==> src/rtl/hazard_pkg.sv <==
`default_nettype none
// ============================================================================
// Module      : hazard_pkg
// Description : Shared types for the RV32 pipeline hazard controller.
//               fwd_sel_t   - EX operand source select
//               slot_t      - tracking record for one in-flight instruction
//               div_state_t - divide busy-timer states
// Revision    : 1.0 - initial release
// ============================================================================
package hazard_pkg;

  typedef enum logic [1:0] {
    FWD_NONE = 2'd0,  // register-file / ID/EX operand
    FWD_MEM  = 2'd1,  // EX/MEM result
    FWD_WB   = 2'd2   // MEM/WB result
  } fwd_sel_t;

  typedef struct packed {
    logic       v;     // slot holds a real instruction
    logic [4:0] rd;    // destination register
    logic       we;    // rd write enable captured at issue
    logic       load;  // instruction is a load
    logic       div;   // instruction is a divide/remainder
  } slot_t;

  typedef enum logic {
    DIV_IDLE = 1'b0,
    DIV_BUSY = 1'b1
  } div_state_t;

  localparam slot_t SLOT_EMPTY = '0;

  // True when slot s will write register r. x0 never counts as a write.
  function automatic logic writes(input slot_t s, input logic [4:0] r);
    return s.v & s.we & (s.rd != 5'd0) & (s.rd == r);
  endfunction

endpackage
`default_nettype wire

==> src/rtl/hazard_ctrl_div_busy_timer.sv <==
`default_nettype none
// ============================================================================
// Module      : div_busy_timer
// Description : Holds EX frozen while a multi-cycle divide executes.
//               The first stall cycle is signalled from IDLE (combinationally
//               on start), so the total stall is DIV_LAT-1 cycles.
// Ports       : clk, rst_n (async active-low)
//               start - a divide currently occupies EX
//               busy  - freeze the pipeline this cycle
// Revision    : 1.0 - initial release
// ============================================================================
module div_busy_timer #(
  parameter int DIV_LAT = 32
) (
  input  logic clk,
  input  logic rst_n,
  input  logic start,
  output logic busy
);
  import hazard_pkg::*;

  // A 1-cycle divide never stalls; keep the counter at least one bit wide.
  localparam int             CNT_W    = (DIV_LAT > 2) ? $clog2(DIV_LAT) : 1;
  localparam bit             MULTI    = (DIV_LAT > 1);
  localparam logic [CNT_W-1:0] CNT_INIT = CNT_W'(DIV_LAT - 2);

  div_state_t       state, state_nxt;
  logic [CNT_W-1:0] cnt, cnt_nxt;

  always_ff @(posedge clk or negedge rst_n) begin
    if (!rst_n) begin
      state <= DIV_IDLE;
      cnt   <= '0;
    end else begin
      state <= state_nxt;
      cnt   <= cnt_nxt;
    end
  end

  always_comb begin
    state_nxt = state;
    cnt_nxt   = cnt;
    busy      = 1'b0;
    case (state)
      DIV_IDLE: begin
        if (start && MULTI) begin
          busy      = 1'b1;
          state_nxt = DIV_BUSY;
          cnt_nxt   = CNT_INIT;
        end
      end
      DIV_BUSY: begin
        if (cnt != '0) begin
          busy    = 1'b1;
          cnt_nxt = cnt - CNT_W'(1);
        end else begin
          // Final cycle: the divide leaves EX on this edge.
          state_nxt = DIV_IDLE;
        end
      end
      default: state_nxt = DIV_IDLE;
    endcase
  end

endmodule
`default_nettype wire

==> src/rtl/hazard_ctrl.sv <==
`default_nettype none
// ============================================================================
// Module      : hazard_ctrl
// Description : Hazard controller for the 5-stage RV32 core. Tracks the
//               destinations of instructions in EX/MEM/WB and produces the
//               load-use stall/bubble, divide freeze, registered EX forward
//               selects and the WB->ID register-file bypass.
// Ports       : clk, rst_n (async active-low)
//               id_*        - decoded fields of the instruction in ID
//               flush       - EX redirect, kills the ID instruction
//               stall_if_id - hold PC and IF/ID
//               bubble_ex   - load a NOP into ID/EX
//               stall_ex    - freeze all pipeline registers (divide)
//               ex_fwd_a/b  - EX operand source (fwd_sel_t encoding)
//               id_byp_a/b  - ID operand takes WB write data
// Revision    : 1.0 - initial release
// ============================================================================
module hazard_ctrl #(
  parameter int DIV_LAT = 32
) (
  input  logic       clk,
  input  logic       rst_n,
  input  logic       id_valid,
  input  logic [4:0] id_rs1,
  input  logic [4:0] id_rs2,
  input  logic       id_rs1_used,
  input  logic       id_rs2_used,
  input  logic [4:0] id_rd,
  input  logic       id_rd_we,
  input  logic       id_is_load,
  input  logic       id_is_div,
  input  logic       flush,
  output logic       stall_if_id,
  output logic       bubble_ex,
  output logic       stall_ex,
  output logic [1:0] ex_fwd_a,
  output logic [1:0] ex_fwd_b,
  output logic       id_byp_a,
  output logic       id_byp_b
);
  import hazard_pkg::*;

  slot_t    s_ex, s_mem, s_wb;
  slot_t    id_slot;
  fwd_sel_t fwd_a_q, fwd_b_q;
  logic     lu;
  logic     issue;

  // Select for one source at issue: the instruction now in EX will be in MEM
  // when this one reaches EX, and the one now in MEM will be in WB.
  function automatic fwd_sel_t fwd_pick(input logic used, input logic [4:0] rs,
                                        input slot_t ex, input slot_t mem);
    if (!used || rs == 5'd0) return FWD_NONE;
    if (writes(ex, rs))      return FWD_MEM;
    if (writes(mem, rs))     return FWD_WB;
    return FWD_NONE;
  endfunction

  assign id_slot = {1'b1, id_rd, id_rd_we, id_is_load, id_is_div};

  assign lu = id_valid & s_ex.load &
              ((id_rs1_used & writes(s_ex, id_rs1)) |
               (id_rs2_used & writes(s_ex, id_rs2)));

  assign stall_if_id = lu | stall_ex;
  assign bubble_ex   = lu & ~stall_ex & ~flush;
  assign issue       = id_valid & ~stall_if_id & ~flush;

  assign id_byp_a = id_rs1_used & (id_rs1 != 5'd0) & writes(s_wb, id_rs1);
  assign id_byp_b = id_rs2_used & (id_rs2 != 5'd0) & writes(s_wb, id_rs2);

  assign ex_fwd_a = fwd_a_q;
  assign ex_fwd_b = fwd_b_q;

  div_busy_timer #(
    .DIV_LAT (DIV_LAT)
  ) u_div_timer (
    .clk   (clk),
    .rst_n (rst_n),
    .start (s_ex.v & s_ex.div),
    .busy  (stall_ex)
  );

  always_ff @(posedge clk or negedge rst_n) begin
    if (!rst_n) begin
      s_ex    <= SLOT_EMPTY;
      s_mem   <= SLOT_EMPTY;
      s_wb    <= SLOT_EMPTY;
      fwd_a_q <= FWD_NONE;
      fwd_b_q <= FWD_NONE;
    end else if (!stall_ex) begin
      s_wb    <= s_mem;
      s_mem   <= s_ex;
      s_ex    <= issue ? id_slot : SLOT_EMPTY;
      fwd_a_q <= issue ? fwd_pick(id_rs1_used, id_rs1, s_ex, s_mem) : FWD_NONE;
      fwd_b_q <= issue ? fwd_pick(id_rs2_used, id_rs2, s_ex, s_mem) : FWD_NONE;
    end
  end

  // A redirect cannot originate from EX while EX is frozen by a divide.
  always @(posedge clk) begin
    if (rst_n) begin
      assert (!(flush && stall_ex));
    end
  end

endmodule
`default_nettype wire

==> config.mk <==
export PLATFORM = sky130hd
export DESIGN_NAME = hazard_ctrl
export DESIGN_NICKNAME = d
export VERILOG_FILES = /design/src/rtl/hazard_pkg.sv /design/src/rtl/hazard_ctrl_div_busy_timer.sv /design/src/rtl/hazard_ctrl.sv
export SDC_FILE = /design/constraint.sdc
export NUM_CORES = 1
export LEC_CHECK = 0
export BUFFER_PORTS_ARGS = -buffer_cell sky130_fd_sc_hd__buf_2
export CAP_MARGIN = 5
export CORE_ASPECT_RATIO = 0.8
export CORE_UTILIZATION = 40
export CTS_CLUSTER_SIZE = 24
export DETAILED_ROUTE_END_ITERATION = 10
export MAX_ROUTING_LAYER = met4
export PLACE_DENSITY_LB_ADDON = 0.15
export SYNTH_ARGS = -nofsm -noshare
export SYNTH_HDL_FRONTEND = slang
export SYNTH_SLANG_ARGS = --single-unit
==> constraint.sdc <==
create_clock -name clk -period 4.12 [get_ports clk]
set_clock_uncertainty 0.15 [all_clocks]
set_input_delay 0.206 -clock clk [delete_from_list [all_inputs] [get_ports clk]]
set_output_delay 0.206 -clock clk [all_outputs]
set_load 0.1 [all_outputs]
* Yosys cells after proc, flatten, opt, wreduce, memory -nomap -nowiden *
Index checks and enable logic that the tools add are counted.

storage, ports and cells
  word-level logic and storage cells = 107
  output and inout port bits = 9
  input port bits = 24
  register bits = 33

cells by class
  add/subtract/negate cells = 1
  multiplexer cells = 39
  equal/unequal tests = 8
  reductions and logical operators = 13
  bitwise gates (word level) = 31

operator list
  kind                                                    count
  equality test 5 bit                                     6
  nonzero test 5 bit                                      6
  two-way mux 2 bit                                       14
  AND 1 bit                                               25
  two-way mux 1 bit                                       20
  zero test 5 bit                                         2
  two-way mux 5 bit                                       2
  one-hot mux 5 bit (2 select lines)                      1
  two-way mux 9 bit                                       1
  subtractor 5 x 1 -> 5 bit (second input constant)       1
  inverter 1 bit                                          4
  zero test 1 bit                                         2
  logical OR 1 bit                                        2
  inequality test 2 x 1 -> 1 bit (second input constant)  1
  inequality test 2 bit (second input constant)           1
  OR 1 bit                                                2
  one-hot mux 1 bit (2 select lines)                      1
  AND reduction 2 bit                                     1

* Depth between registers and ports, before layout *
Gate-level depths: netlist (run 1).

  depth in word-level cells = 13
  depth in mapped cells = 8
  gate-level depth less buffers = 7

* Hierarchy *
From an unflattened synthesis (run 1), not the netlist that was laid out.

second synthesis, totals
  cells, all modules = 156
  area, all modules = 1790.5 sq um

modules (own cells, without submodules)
  module          seq. area each (sq um)  cells an instance  area each (sq um)  times used
  hazard_ctrl     675.6                   132                1500.2             1
  div_busy_timer  150.1                   24                 290.3              1

* Least setup slack after synthesis (run 1) *
OpenSTA, ideal clock, no wires.

  path type = reg2out
  from = register u_div_timer.cnt[0]
  to = output bubble_ex
  arrival = 4212 ps
  stages on the path, launching flop included = 8
  slack = -448 ps
  buffers on the path = 1
  required time = 3764 ps
  cells stage by stage = dfrtp_1 > inv_1 > ha_1 > nor4b_2 > nand2b_1 > nand2_2 > clkbuf_1 > nor3b_1

on the way
  longest elaborated chain between the ends = 6

RTL lines
  what                                line                              source
  start, declared                     hazard_ctrl_div_busy_timer.sv:28  logic [CNT_W-1:0] cnt, cnt_nxt;
  start signal, assigned              hazard_ctrl_div_busy_timer.sv:36  cnt <= cnt_nxt;
  nonzero test 5 bit                  hazard_ctrl_div_busy_timer.sv:53  if (cnt != '0) begin
  two-way mux 1 bit                   hazard_ctrl_div_busy_timer.sv:53
  one-hot mux 1 bit (2 select lines)  hazard_ctrl_div_busy_timer.sv:44  case (state)
  via stall_ex                        hazard_ctrl.sv:35                 output logic stall_ex,
  inverter 1 bit                      hazard_ctrl.sv:66                 assign bubble_ex = lu & ~stall_ex & ~flush;
  AND 1 bit (2 in series)             hazard_ctrl.sv:66
  end, declared                       hazard_ctrl.sv:34                 output logic bubble_ex,

The timed path passes the listed nets, and every way through them passes these cells.

* Final worst setup path (run 1) *
  from = register s_ex[3] (netlist bit)
  to = output bubble_ex

on the way
  longest elaborated chain between the ends = 8
  elaborated cells on any way between the ends = 12
  classes of those cells = eq/ne (2); bitwise (9); reduce/logical (1)

RTL lines
  what                          line                                  source
  start, declared               hazard_ctrl.sv:43                     slot_t s_ex, s_mem, s_wb;
  start signal, assigned        hazard_ctrl.sv:94                     s_ex <= issue ? id_slot : SLOT_EMPTY;
  nonzero test 5 bit            hazard_pkg.sv:35                      return s.v & s.we & (s.rd != 5'd0) & (s.rd == r);
  AND 1 bit (2 in series)       hazard_pkg.sv:35
  AND 1 bit (on tied branches)  hazard_ctrl.sv:62, hazard_ctrl.sv:63
  OR 1 bit (*)                  hazard_ctrl.sv:62                     ((id_rs1_used & writes(s_ex, id_rs1)) |
  AND 1 bit (*)                 hazard_ctrl.sv:61                     assign lu = id_valid & s_ex.load &
  AND 1 bit (*) (2 in series)   hazard_ctrl.sv:66

Mark *: on every way between the ends. The rest lies on a longest branch, timed or not.

==> impl_metrics.ini, run 1 <==
[sta]
rsz0062_at_grt = no
slew_violations = 0
finalCritPeriodShare_pct = 75.0
hold_viol_final = 0
max_freq_ghz = 0.324
relSlewSlack_pct = 49.1
finalSetupViolations = 0
holdWs_ns = 0.0104
max_slew.worst_pin.slew_ns = 0.763
setup_tns_ns = 0
period_needed_ns = 3.09

[yosys]
syn_area_mm2 = 0.00184
synthAdderAreaFrac_pct = 1.36
synth_mux_area_share_pct = 7.36
synth_edf_count = 0
synthCells = 181
synthArstFlopShare_pct = 100
synth_top_family_by_area = simple AND/OR/NAND/NOR gates
synth.avg_cell_area_um2 = 10.1
yosysTopAreaCell = dfrtp_1
ys_seq_elements = 33
ys_types = 33
yosys-top-cells-area = dfrtp_1 45%, xor2_1 11%, mux2_2 7.4%
synth_top_area_share_pct = 45.0
yosysSeqAreaShare_pct = 45.0
synth_xor_xnor_area_share_pct = 15.3
ys_dominant_reg_cell = dfrtp_1
synth_simple_gate_area_share_pct = 16.9
synth_nets = 207
ys_warn_count = 0
synth_compound_area_share_pct = 11.2

[die]
die_h_um = 62.6
num_rows = 21
ios = 33
die_area_mm2 = 0.00487
core_area_mm2 = 0.00428
die_w_um = 77.7
start_util_pct = 42.9

[setup_path]
cp_data_required_time_ns = 3.76
cp_max_fo = 12
crit_path_end_kind = output pin
cp-start-kind = flop
arrival_ns = 2.74
crit_type = reg2out

[final_layout]
nNetsFinal = 242
drive_gt1_share_pct = 26.4
stdcell_count = 273
area_delta_synth_final_pct = 16.3
post-route-util_pct = 49.8
antenna_cells = 0

[placed_design]
gp_congestion = 0.878
place_hpwl_um = 3130
placedCellCount = 265
port_buffers = 32

[power_and_ir_drop]
p_leak_nw = 1.01
seq_power_share_pct = 45.5
finalPower_w = 0.00119
powerDensity_mw_per_mm2 = 559
p_comb_share_pct = 34.3
irDropWorstVdd_v = 0.000253
power.share.clock_pct = 20.2
internal-power_w = 0.000725
p_sw_share_pct = 39.2
switching_power_w = 0.000468

[clock_tree]
clock_sink_count = 33
root_buffer = clkbuf_8
cts_tree = built
numCtsBuffers = 5
clk_pin_slew_worst_paths_ns = 0.06
htreeDepth = 2
postCtsSetupBuffers = 0
cts_buffer_depth = 2
cts_resized = 0
clock_latency_ns = 0.28

[route]
drc = 0
wl_met1_um = 2120
wl_per_cell_um = 15.2
dr_wl_met3_um = 255
top_layer_used = met4
drt_iter0_markers = 87
ant_nets = 0
routed_wirelength_um = 4150
post_drt_via_cell_ratio = 5.07
vias = 1385
dr_wl_met2_um = 1720
drt-pass1-iter-count = 5

[hold_path]
worstHoldPathType = in2reg

[grt]
grt_pass1_wl_um = 7060
antenna_found_initial = 0
grt_start_max_net_pins = 38
track_usage_pct = 19.6
grt-ovfl-total = 0
grt_pass1_vias = 1447

[status]
outcome = complete, no violations

[flow_run]
maxCapViolations = 0
[metrics by stage]
step / setup WS [ns] / cell area, um^2
global placement: 1.42 / 2040
finish: 1.03 / 2130
detailed placement: 1.29 / 2040
floorplan: 0.567 / 1840
global route: 0.755 / 2130
CTS: 0.993 / 2130
[layout by cell type (no fill, tap or decap)]
master,synthesis,routed
or4_1,5,5
nor3b_2,0,1
nand2_2,1,1
nor3_1,6,6
dlygate4sd3_1,0,1
inv_1,5,5
a211oi_2,1,1
buf_2,0,32
nor4b_2,1,1
nor2_1,6,6
nor4b_1,1,1
o211ai_1,2,2
xnor2_1,9,9
a32oi_1,1,1
a21oi_1,4,4
mux2_2,12,12
nor4_1,3,3
nand3b_1,2,2
o31ai_1,1,1
xor2_1,23,23
o211ai_2,1,1
ha_1,2,2
clkbuf_8,0,6
dfrtp_1,33,33
nand2_1,28,28
a31oi_1,1,1
or2_2,1,1
and3_1,1,1
o31ai_4,1,1
o21ai_0,16,16
o2111a_1,2,2
nand3_1,5,5
clkbuf_1,2,1
nand2b_1,1,1
[final timing paths]
check / from / cells after the start / slack, ns / to
worst min-delay path: id_is_div / 3 / 0.01 / s_ex[0]
min in group asynchronous: rst_n / 2 / 0.38 / s_wb[4]
worst max register to register: u_div_timer.cnt[0] / 6 / 1.82 / s_wb[6]
worst min register to register: ex_fwd_b[1] / 2 / 0.34 / ex_fwd_b[1]
max in group asynchronous: rst_n / 2 / 2.98 / ex_fwd_b[1]
worst max-delay path: s_ex[3] / 6 / 1.03 / bubble_ex
[Yosys cell counts, types with 3 or more instances]
| master | n |
|---|---|
| nor4_1 | 3 |
| dfrtp_1 | 33 |
| nor3_1 | 6 |
| or4_1 | 5 |
| xnor2_1 | 9 |
| o21ai_0 | 16 |
| a21oi_1 | 4 |
| inv_1 | 5 |
| nand3_1 | 5 |
| mux2_2 | 12 |
| xor2_1 | 23 |
| nor2_1 | 6 |
| nand2_1 | 28 |
[critical path, cell delays in order, from the launching register on]
cell and delay (ns):
dfrtp_1 0.44, xor2_1 0.19, nor3_1 0.25, nand3_1 0.18, a211oi_2 0.67, nor3b_2 0.27
buf_2 0.45
[area by class of cell]
| class | count | area [um^2] |
|---|---|---|
| Fill cell | 411 | 2150 |
| Multi-Input combinational cell | 138 | 962 |
| Sequential cell | 33 | 826 |
| Timing Repair Buffer | 33 | 170 |
| Clock buffer | 7 | 86.3 |
| Tap cell | 57 | 71.3 |
| Inverter | 5 | 18.8 |
[per-layer routing]
| layer | vias up | global-route usage (%) |
|---|---|---|
| li1 | 698 | - |
| met1 | 636 | 27.7 |
| met2 | 44 | 27.2 |
| met3 | 7 | 4.67 |
| met4 | 0 | 6.84 |
| met5 | - | - |
[timing repair]
action                                 CTS  global route
setup endpoints to repair                0             0
hold buffers                             1             0
endpoints found under the hold margin   33             0
[state kept, by name (all words and copies together), names as in the netlist]
name	flops
u_div_timer.state	1
ex_fwd_b	2
s_ex	9
u_div_timer.cnt	5
s_wb	7
s_mem	7
ex_fwd_a	2
[power by group through the flow]
stage | sequential, W | combinational (W) | clock, W
finish | 0.000543 | 0.000409 | 0.000241
global route | 0.000560 | 0.000454 | 0.000263
CTS | 0.000542 | 0.000412 | 0.000249
detailed placement | 0.000549 | 0.000407 | 0
global placement | 0.000541 | 0.000400 | 0
floorplan | 0.000506 | 0.000343 | 0
[cell families (layout without fill, tap and decap cells)]
| kind of cell | after synthesis | after routing |
|---|---|---|
| compound gates | 30 | 30 |
| xor+xnor | 32 | 32 |
| fa+ha+maj | 2 | 2 |
| buf+inv | 10 | 45 |
| flops | 33 | 33 |
| mux | 12 | 12 |
| simple gates | 62 | 62 |
Power figures use the tool's default switching activity.
==> run 2, diff against run 1 <==
- clock period: 4.12 -> 2.81 ns (I/O delays scaled with it)
==> impl_metrics.ini, run 2 (synthesized netlist as in run 1, its figures left out) <==
[setup_path]
crit_path_end_kind = output pin
critPathTopFamily = simple AND/OR/NAND/NOR gates
cp-start-kind = flop
cp_cell_sequence = inv_1 > ha_1 > nor4b_2 > nand2b_1 > nand2_2 > or2_2 > buf_12
crit_type = reg2out
arrival_ns = 2.23
cp_data_required_time_ns = 2.52
cp.buffers_inverters = 2
crit_path_top_delay_cell = or2_2
critPathMaxStageDelay_ns = 0.40
cp_max_fo = 16

[die]
start_util_pct = 42.9
core_area_mm2 = 0.00428
die_area_mm2 = 0.00487
die_w_um = 77.7
die_h_um = 62.6
num_rows = 21
ios = 33

[final_layout]
largest_reg_flops = 9
fillers = 400
regArea_um2 = 826
drive_gt1_share_pct = 27.6
area_delta_synth_final_pct = 24.2
final_common_cell = dfrtp_1
stdcell_count = 285
most-common-layout-cells = 33 x dfrtp_1, 30 x buf_2, 28 x nand2_1, 23 x xor2_1, 16 x o21ai_0
antenna_cells = 0
regMostFlops = s_ex
reg_top3 = s_ex: 9 flops, s_mem: 7 flops, s_wb: 7 flops
nNetsFinal = 253
design_area_mm2 = 0.00228
multi_input_area_um2 = 978

[sta]
hold_viol_final = 0
max_slew.worst_pin.slew_ns = 0.720
relSlewSlack_pct = 52.0
max_freq_ghz = 0.397
rsz0062_at_grt = no
fin_ws_ns = 0.294
period_needed_ns = 2.52
finalSetupViolations = 0
finalCritPeriodShare_pct = 89.5
slew_violations = 0
holdWs_ns = 0.0257

[status]
outcome = complete, no violations

[grt]
grt_pass1_vias = 1493
antenna_found_initial = 0
grt_pass1_wl_um = 7400
track_usage_pct = 20.4
grt-ovfl-total = 0
grt_start_max_net_pins = 34

[clock_tree]
root_buffer = clkbuf_8
clock_latency_ns = 0.28
postCtsSetupBuffers = 0
clock_sink_count = 33
ctsHoldBuffers = 9
htreeDepth = 2
numCtsBuffers = 5
cts_resized = 0
cts_tree = built
cts_buffer_depth = 2
clk_pin_slew_worst_paths_ns = 0.07

[route]
post_drt_via_cell_ratio = 5.11
vias = 1457
ant_nets = 0
drt_iter0_markers = 53
dr_wl_met2_um = 1910
wl_met1_um = 2140
routed_wirelength_um = 4280
drt-pass1-iter-count = 4
dr_wl_met3_um = 206
top_layer_used = met4
drc = 0
wl_per_cell_um = 15.0

[power_and_ir_drop]
irDropWorstVdd_v = 0.000381
finalPower_w = 0.00178
p_leak_nw = 1.07
powerDensity_mw_per_mm2 = 782

[placed_design]
place_area_mm2 = 0.00211
pre_cts_slack_ns = 0.558
placedCellCount = 268
port_buffers = 32
place_hpwl_um = 3270
gp_congestion = 0.856

[flow_run]
maxCapViolations = 0

[hold_path]
worstHoldPathType = in2reg
-- run 2: cell count changes in the layout (fill, tap and decap cells not counted) --
cell	before	now
buf_12	0	2
buf_2	32	30
buf_4	0	3
clkbuf_8	6	5
clkinv_2	0	2
dlygate4sd3_1	1	9
nor3_1	6	4
nor3_2	0	2
nor3b_2	1	0
nor3b_4	0	1
-- run 2: final timing paths --
kind	start	endpoint	slack [ns]	cells past startpoint
min reg2reg	ex_fwd_a[0]	ex_fwd_a[0]	0.33	2
max in group asynchronous	rst_n	s_ex[8]	1.75	2
max	u_div_timer.cnt[0]	stall_if_id	0.29	7
max reg2reg	u_div_timer.cnt[0]	ex_fwd_b[1]	0.57	7
min in group asynchronous	rst_n	s_wb[4]	0.29	2
min	id_valid	s_ex[8]	0.03	3
-- run 2: stage by stage --
stage                     TNS [ns]  util, %
after floorplan             -0.317        -
after global placement           0     49.2
after detailed placement         0     49.2
after CTS                        0     53.2
after global routing             0     53.2
final                            0     53.2
-- run 2: final cells by class --
type	instances	share of cell area, %
clock buffers	6	3.18
well taps	57	3.13
clock inverters	2	0.439
repair buffers	44	13.3
multi-input cells	138	42.9
flip-flops and latches	33	36.2
inverters	5	0.823
-- run 2: per-layer routing --
metal	vias up	GRT usage, %
met5	-	-
met4	0	4.95
met3	2	4.67
met2	32	30.0
met1	695	28.4
li1	728	-
-- run 2: worst min-delay path: stages --
cell     delay [ns]
buf_2          0.11
nand2_1        0.11
o31ai_4        0.06
-- run 2: where the power goes --
part	internal, W	switching, W
registers	0.000615	0.000175
logic	0.000291	0.000365
clock network	0.000171	0.000166
total	0.00108	0.000706
